## src/rtl/seg_pkg.sv

```systemverilog
// rtl/seg_pkg.sv - glyph code type, segment constants and code-to-segment helpers
package seg_pkg;

    typedef logic [3:0] glyph_code_t;

    // Active-low {P,G,F,E,D,C,B,A}
    localparam logic [7:0] SEG_C      = 8'hC6;
    localparam logic [7:0] SEG_D      = 8'hC0;
    localparam logic [7:0] SEG_E      = 8'h86;
    localparam logic [7:0] SEG_F      = 8'h8E;
    localparam logic [7:0] SEG_G      = 8'h82;
    localparam logic [7:0] SEG_A      = 8'h88;
    localparam logic [7:0] SEG_B      = 8'h80;
    localparam logic [7:0] SEG_HIGH_C = 8'h46;
    localparam logic [7:0] SEG_BLANK  = 8'hFF;

    localparam glyph_code_t GLYPH_BLANK = 4'hF;

    function automatic logic [7:0] glyph_to_seg(input glyph_code_t code);
        logic [7:0] seg_v;
        case (code)
            4'd0:    seg_v = SEG_C;
            4'd1:    seg_v = SEG_D;
            4'd2:    seg_v = SEG_E;
            4'd3:    seg_v = SEG_F;
            4'd4:    seg_v = SEG_G;
            4'd5:    seg_v = SEG_A;
            4'd6:    seg_v = SEG_B;
            4'd7:    seg_v = SEG_HIGH_C;
            default: seg_v = SEG_BLANK;
        endcase
        return seg_v;
    endfunction

    function automatic logic glyph_is_blank(input glyph_code_t code);
        return code[3];
    endfunction

endpackage

```

## src/rtl/seg_glyph_rom.sv

```systemverilog
// rtl/seg_glyph_rom.sv - combinational decode of one glyph code to active-low segments
module seg_glyph_rom
    import seg_pkg::*;
(
    input  glyph_code_t code_i,
    output logic [7:0]  seg_o
);

    assign seg_o = glyph_to_seg(code_i);

endmodule

```

## src/rtl/seg_scan_display.sv

```systemverilog
// rtl/seg_scan_display.sv - multiplexed seven-segment scanner with frame-atomic updates
// Optional digit blinking is built in when SEG_BLINK_EN is defined.
module seg_scan_display
    import seg_pkg::*;
#(
    parameter int NUM_DIGITS  = 4,
    parameter int REFRESH_DIV = 100000,
    parameter int BLINK_DIV   = 250
) (
    input  logic                    clk,
    input  logic                    rst_n,
    input  logic [4*NUM_DIGITS-1:0] codes,
    input  logic [NUM_DIGITS-1:0]   dp_mask,
    input  logic                    load,
`ifdef SEG_BLINK_EN
    input  logic [NUM_DIGITS-1:0]   blink_mask,
`endif
    output logic [7:0]              seg,
    output logic [NUM_DIGITS-1:0]   an,
    output logic                    update_pending,
    output logic                    frame_start
);

    localparam int PW = $clog2(REFRESH_DIV);
    localparam int IW = $clog2(NUM_DIGITS);
    localparam logic [4*NUM_DIGITS-1:0] CODES_RST = {NUM_DIGITS{GLYPH_BLANK}};

    logic [PW-1:0]           presc_q, presc_d;
    logic [IW-1:0]           idx_q, idx_d;
    logic [4*NUM_DIGITS-1:0] disp_codes_q, disp_codes_d;
    logic [NUM_DIGITS-1:0]   disp_dp_q, disp_dp_d;
    logic [4*NUM_DIGITS-1:0] pend_codes_q, pend_codes_d;
    logic [NUM_DIGITS-1:0]   pend_dp_q, pend_dp_d;
    logic                    pending_q, pending_d;
    logic [7:0]              seg_q, seg_d;
    logic [NUM_DIGITS-1:0]   an_q, an_d;
    logic                    frame_q, frame_d;

    logic        tick;
    logic        wrap;
    glyph_code_t cur_code;
    logic [7:0]  rom_seg;
    logic [7:0]  seg_lit;
    logic        blink_off;

    assign tick     = (presc_q == PW'(REFRESH_DIV - 1));
    assign wrap     = tick && (idx_q == IW'(NUM_DIGITS - 1));
    assign cur_code = disp_codes_q[{idx_q, 2'b00} +: 4];

    seg_glyph_rom u_rom (
        .code_i (cur_code),
        .seg_o  (rom_seg)
    );

`ifdef SEG_BLINK_EN
    localparam int BW = $clog2(BLINK_DIV + 1);

    logic [BW-1:0] blink_cnt_q, blink_cnt_d;
    logic          blink_on_q, blink_on_d;

    // Phase flips only at frame boundaries so a digit never blinks mid-frame.
    always_comb begin
        blink_cnt_d = blink_cnt_q;
        blink_on_d  = blink_on_q;
        if (wrap) begin
            if (blink_cnt_q == BW'(BLINK_DIV - 1)) begin
                blink_cnt_d = '0;
                blink_on_d  = ~blink_on_q;
            end else begin
                blink_cnt_d = blink_cnt_q + 1'b1;
            end
        end
    end

    always_ff @(posedge clk or negedge rst_n) begin
        if (!rst_n) begin
            blink_cnt_q <= '0;
            blink_on_q  <= 1'b1;
        end else begin
            blink_cnt_q <= blink_cnt_d;
            blink_on_q  <= blink_on_d;
        end
    end

    assign blink_off = !blink_on_q && blink_mask[idx_q];
`else
    localparam int UNUSED_BLINK_DIV = BLINK_DIV;
    assign blink_off = 1'b0;
`endif

    always_comb begin
        seg_lit = rom_seg;
        if (disp_dp_q[idx_q] && !glyph_is_blank(cur_code)) begin
            seg_lit[7] = 1'b0;
        end
        if (blink_off) begin
            seg_lit = SEG_BLANK;
        end
    end

    // The output register latches the digit at idx_q while idx_q steps ahead.
    always_comb begin
        presc_d      = tick ? '0 : presc_q + 1'b1;
        idx_d        = idx_q;
        seg_d        = seg_q;
        an_d         = an_q;
        frame_d      = 1'b0;
        disp_codes_d = disp_codes_q;
        disp_dp_d    = disp_dp_q;
        pend_codes_d = pend_codes_q;
        pend_dp_d    = pend_dp_q;
        pending_d    = pending_q;
        if (tick) begin
            idx_d   = wrap ? '0 : idx_q + 1'b1;
            seg_d   = seg_lit;
            an_d    = ~(NUM_DIGITS'(1) << idx_q);
            frame_d = (idx_q == '0);
        end
        if (wrap && pending_q) begin
            disp_codes_d = pend_codes_q;
            disp_dp_d    = pend_dp_q;
            pending_d    = 1'b0;
        end
        if (load) begin
            pend_codes_d = codes;
            pend_dp_d    = dp_mask;
            pending_d    = 1'b1;
        end
    end

    always_ff @(posedge clk or negedge rst_n) begin
        if (!rst_n) begin
            presc_q      <= '0;
            idx_q        <= '0;
            disp_codes_q <= CODES_RST;
            disp_dp_q    <= '0;
            pend_codes_q <= CODES_RST;
            pend_dp_q    <= '0;
            pending_q    <= 1'b0;
            seg_q        <= SEG_BLANK;
            an_q         <= '1;
            frame_q      <= 1'b0;
        end else begin
            presc_q      <= presc_d;
            idx_q        <= idx_d;
            disp_codes_q <= disp_codes_d;
            disp_dp_q    <= disp_dp_d;
            pend_codes_q <= pend_codes_d;
            pend_dp_q    <= pend_dp_d;
            pending_q    <= pending_d;
            seg_q        <= seg_d;
            an_q         <= an_d;
            frame_q      <= frame_d;
        end
    end

    assign seg            = seg_q;
    assign an             = an_q;
    assign update_pending = pending_q;
    assign frame_start    = frame_q;

endmodule

```

## config.mk

```make
export PLATFORM = sky130hd
export DESIGN_NAME = seg_scan_display
export DESIGN_NICKNAME = d
export VERILOG_FILES = /design/src/rtl/seg_pkg.sv /design/src/rtl/seg_glyph_rom.sv /design/src/rtl/seg_scan_display.sv
export SDC_FILE = /design/constraint.sdc
export NUM_CORES = 1
export LEC_CHECK = 0
export ABC_AREA = 1
export CAP_MARGIN = 20
export CORE_ASPECT_RATIO = 1.25
export CORE_MARGIN = 3
export CORE_UTILIZATION = 32
export CTS_CLUSTER_SIZE = 12
export DETAILED_ROUTE_END_ITERATION = 12
export GPL_TIMING_DRIVEN = 0
export PLACE_DENSITY = 0.5
export REMOVE_ABC_BUFFERS = 1
export SKIP_LAST_GASP = 1
export SLEW_MARGIN = 20
export SYNTH_ARGS = -nofsm -noshare
export SYNTH_HDL_FRONTEND = slang
export SYNTH_HIERARCHICAL = 1
export SYNTH_SLANG_ARGS = --single-unit
```

## constraint.sdc

```tcl
create_clock -name clk -period 2 [get_ports clk]
set_clock_uncertainty 0.15 [all_clocks]
set_input_delay 0.2 -clock clk [delete_from_list [all_inputs] [get_ports clk]]
set_output_delay 0.2 -clock clk [all_outputs]
set_load 0.05 [all_outputs]
```

* After elaboration in Yosys (flattened, before gate mapping)
Memories as Yosys holds them, arrays and structs flattened.
Index checks and enable logic that the tools add are counted.
** Cells by class
- Add/subtract/negate cells :: 2
- Magnitude comparators :: 1
- Eq/ne operators :: 2
- Shift operators :: 2
- Muxes and demuxes :: 9
- Bitwise gates (word level) :: 1
- Reduce and logical (&&, ||, !) cells :: 6
** Operators with widths (number)
- $add A17 B1 Y17 const B :: 1
- $eq A17 B17 Y1 const B :: 1
- $mux W17 :: 1
- $shiftx A16 B5 Y4 :: 1
- $mux W8 :: 1
- $mux W1 :: 5
- $not A4 Y4 :: 1
- $shl A1 B2 Y4 const A :: 1
- $logic_and A1 B1 Y1 :: 3
- $lt A2 B3 Y1 const B :: 1
- $add A2 B1 Y2 const B :: 1
- $bmux W1 S2 :: 1
- $eq A2 B2 Y1 const B :: 1
- $logic_not A2 Y1 :: 1
- $mux W2 :: 1
- $reduce_bool A2 Y1 :: 1
- $logic_not A1 Y1 :: 1
** Storage, ports and cells
- Bits in registers :: 73
- Bits in read-only memories :: 40
- Bits of input ports :: 23
- Output and inout bits :: 14
- Memories kept :: 1
** Memory list
- (no name shown) :: depth 8, bits a word 5, rd ports 1, clocked after Yosys merged registers in 0, wr ports 0, line seg_pkg.sv:21 : case (code)

* Longest topological paths before layout
- Word-level depth :: 5
- Gate-level depth with buffers :: 11
- Mapped depth without buffers :: 10

* Modules after synthesis
Netlist, hierarchy kept.
** Modules (own cells, without submodules)
- seg_scan_display :: times used 1, cells an instance 401, area an instance 3397.0 µm², sequential area each 1881.8 µm²
- seg_glyph_rom :: times used 1, cells an instance 25, area an instance 146.4 µm², sequential area each 0.0 µm²

* Worst setup path after synthesis
No wires, ideal clock.
- Kind :: reg-to-reg
- Start :: register idx_q[0]
- End :: register seg_q[1] (netlist: seg[1])
- Setup time :: 0.076 ns
- Arrival :: 1.706 ns
- Required time :: 1.774 ns
- Setup slack :: 0.068 ns
- Cell stages (with the launch flop) :: 10
- Cell sequence :: dfrtp_1 inv_1 clkbuf_1 o21ai_0 o22ai_1 ha_1 nand2_1 nand3_1 nand2_1 nand2_1
** On the way
- Cells in the longest elaborated chain, start to end :: 3
** RTL lines
- start: declaration :: line seg_scan_display.sv:29 : logic [IW-1:0] idx_q, idx_d;
- start signal: assignment :: line seg_scan_display.sv:145 : idx_q <= idx_d;
- $shiftx A16 B5 Y4 :: line seg_scan_display.sv:48 : assign cur_code = disp_codes_q[{idx_q, 2'b00} +: 4];
- net cur_code[0] :: line seg_scan_display.sv:41 : glyph_code_t cur_code;
- $mem_v2 Z8 W5
- $mux W8 :: line seg_pkg.sv:21
- net rom_seg[1] :: line seg_scan_display.sv:42 : logic [7:0] rom_seg;
- end signal: assignment :: line seg_scan_display.sv:151 : seg_q <= seg_d;
- end: declaration :: line seg_scan_display.sv:35 : logic [7:0] seg_q, seg_d;
The timed path passes the listed nets, and every way through them passes these cells.
A chain may end at the register's enable or synchronous reset.

* Worst setup path after layout
- Start :: register pending_q (netlist: update_pending)
- End :: output update_pending
** RTL lines
- start: declaration :: line seg_scan_display.sv:34 : logic pending_q, pending_d;
- start signal: assignment :: line seg_scan_display.sv:150 : pending_q <= pending_d;
- end: declaration :: line seg_scan_display.sv:20 : output logic update_pending,
No word-level cell between the ends.

==> impl_metrics.json <==
{
  "n_antenna_cell": 0,
  "rsz0062_at_grt": "true",
  "post-place-ws_ps": -880.1,
  "hold_viol_final": 0,
  "area_growth_pct": 26.45,
  "syn_inst": 426,
  "cp-endpoint": "update_pending",
  "htree_levels": 3,
  "drc_errors": 0,
  "regToRegStartpoint": "presc_q[0]",
  "worst_pin_slew_ps": 724.0,
  "endpoint_kind": "output port",
  "cp-startpoint": "update_pending",
  "rows": 42,
  "crit_required_ps": 1650,
  "post-route-period-util_pct": 95.91,
  "grt_pass1_vias": 2798,
  "clock_latency_ps": 330,
  "antenna_found_initial": 0,
  "synth-seq-area-share_pct": 53.11,
  "nFillCells": 1152,
  "gp_congestion": 0.8302,
  "num_vias": 2799,
  "die_h_um": 123.7,
  "syn_avg_cell_area_um2": 8.318,
  "dp_hpwl_mm": 4.988,
  "rr_worst_depth": 7,
  "r2r_slack_ps": 130,
  "arrival_ps": 1570,
  "wl_per_cell_um": 12.68,
  "cp_slowest_cell": "dfrtp_2",
  "synth_top_cell_by_area": "dfstp_2",
  "start_util_pct": 33.05,
  "peakVddDrop_mv": 0.3578,
  "slowest_delay_ps": 640,
  "ant_nets": 0,
  "gr-total-overflow": 0,
  "routed_wl_mm": 7.737,
  "cts_sinks": 73,
  "p_leak_uw": 0.002178,
  "path_buf_inv": 1,
  "fin_tns_setup_ps": 0,
  "cts_tree": "built",
  "multi_input_area_um2": 1464,
  "firstDrtPassIters": 4,
  "die_area_um2": 12380,
  "crit_fanout": 24,
  "powerDensity_nw_per_um2": 786.7,
  "drt_iter0_drc": 132,
  "numCtsBuffers": 9,
  "fp.dieW_um": 100.1,
  "grt_pass1_wl_mm": 13.38,
  "num_io_pins": 37,
  "grt_max_degree": 40,
  "drive_gt1_share_pct": 20.92,
  "placeableCoreArea_um2": 10720,
  "fmax_mhz": 521.3,
  "cp.depth": 1,
  "path_class": "reg2out",
  "drv_cap": 0,
  "cp-start-kind": "flip-flop",
  "synth_cell_types": 26,
  "nets": 505,
  "cp_top_family": "flip-flops",
  "clock_path_buffers": 2,
  "via_per_inst": 4.589,
  "numPortBuffers": 36,
  "ys_warn_count": 6,
  "setup_violations": 0,
  "clk_pin_slew_ps": 60,
  "syn_area_um2": 3543,
  "fin_ws_ps": 81.72,
  "worstPathCellList": "dlygate4sd2_1",
  "seq_area_um2": 1884,
  "hold_path_class": "in2async",
  "rr_endpoint": "disp_codes_q[13]",
  "ys_ff_latch": 73,
  "utilization_pct": 41.80,
  "period_needed_ps": 1918,
  "synth_area_leaders": "dfstp_2 33%, dfrtp_1 20%, nand2_1 18%",
  "maxSlewViolCount": 0,
  "slew_headroom_pct": 51.65,
  "status": "completed",
  "synth_top_area_share_pct": 32.63,
  "gr-usage-all-layers_pct": 13.74,
  "clockRootBuffer": "clkbuf_16"
}
## registers in the layout, summed over array words and instances, names as in the netlist
signal and flops:
an 4, disp_codes_q 16, disp_dp_q 4, frame_start 1, idx_q 2, pend_codes_q 16
pend_dp_q 4, presc_q 17, seg 8, update_pending 1
## stage by stage
| step | area, µm² | total power [µW] | cells | hold slack [ps] |
|---|---|---|---|---|
| after floorplan | 3431 | 1611 | 406 | -245.6 |
| after global placement | 3956 | 1699 | 574 | 296.8 |
| after detailed placement | 3974 | 1707 | 575 | 33.31 |
| after CTS | 4418 | 3583 | 603 | 213.7 |
| after global routing | 4481 | 3672 | 610 | 229.0 |
| final | 4481 | 3525 | 610 | 206.3 |
## area by class of cell
class	instances	area share, %
flip-flops and latches	73	42.06
well taps	132	3.686
clock inverters	5	2.290
repair buffers	53	10.86
multi-input cells	301	32.67
inverters	35	3.016
clock buffers	11	5.417
## what timing repair did
| action | CTS | global route |
|---|---|---|
| buffers inserted | 8 | 7 |
| hold buffers | 1 | 0 |
| hold endpoints to repair | 20 | 0 |
| pin swaps | 4 | 1 |
| gates resized for setup | 20 | 3 |
| endpoints found under the setup margin | 51 | 40 |
| cloned | 3 | 0 |
## power breakdown
part | switching, µW | internal (µW) | total [µW]
clock | 597 | 1250 | 1850
combinational | 64.2 | 58.3 | 122
sequential | 18.1 | 1540 | 1560
## Yosys cell counts, drive strengths merged
library cell / count
nand3: 18
buf: 10
xor2: 11
dfstp: 44
o21ai: 14
dfrtp: 29
ha: 9
a21oi: 1
nor3b: 2
o22ai: 3
nand2: 168
inv: 35
nand4: 25
o21a: 1
clkbuf: 10
nor2: 40
nor3: 4
nand3b: 2
## metal layers
metal  global-route usage [%]  part of all wire, %  up-vias
li1                         -                    -     1448
met1                    16.95                   45     1293
met2                    23.22                   49       48
met3                    3.361                  4.4       10
met4                    5.223                  1.7        0
met5                        0                    0        -
## kinds of logic after synthesis
kind of cell	Yosys count	share of synthesized area, %
AO/OA/AOI/OAI	19	2.860
XOR/XNOR	11	2.719
adder cells (fa/ha/maj)	9	3.178
buffers and inverters	55	6.886
flip-flops	73	53.11
AND/OR/NAND/NOR	259	31.25
## worst min-delay path by stage
stage / startpoint / endpoint / slack, ps / depth (start not counted)
4_1_cts: codes[1] / pend_codes_q[1] / 210 / 3
3_3_place_gp: presc_q[0] / presc_q[0] / 300 / 1
6_report: rst_n / presc_q[11] / 210 / 2
5_1_grt: codes[5] / pend_codes_q[5] / 230 / 3
3_5_place_dp: rst_n / presc_q[13] / 30 / 1
2_1_floorplan: rst_n / disp_dp_q[0] / -250 / 0
## placed cells by master (no fill, tap or decap), drive strengths merged
cell type      netlist  final
a21oi                1      1
buf                 10     17
bufinv               0      3
clkbuf              10     11
clkdlybuf4s50        0     21
clkinv               0      1
clkinvlp             0      2
dfrtp               29     29
dfstp               44     44
dlygate4sd2          0     13
dlygate4sd3          0      1
dlymetal6s2s         0      1
ha                   9      9
inv                 35     34
nand2              168    168
nand3               18     18
nand3b               2      2
nand4               25     26
nor2                40     42
nor3                 4      4
nor3b                2      2
o21a                 1      1
o21ai               14     14
o22ai                3      3
xor2                11     11
Note: power is estimated with default switching activity, not from simulation.
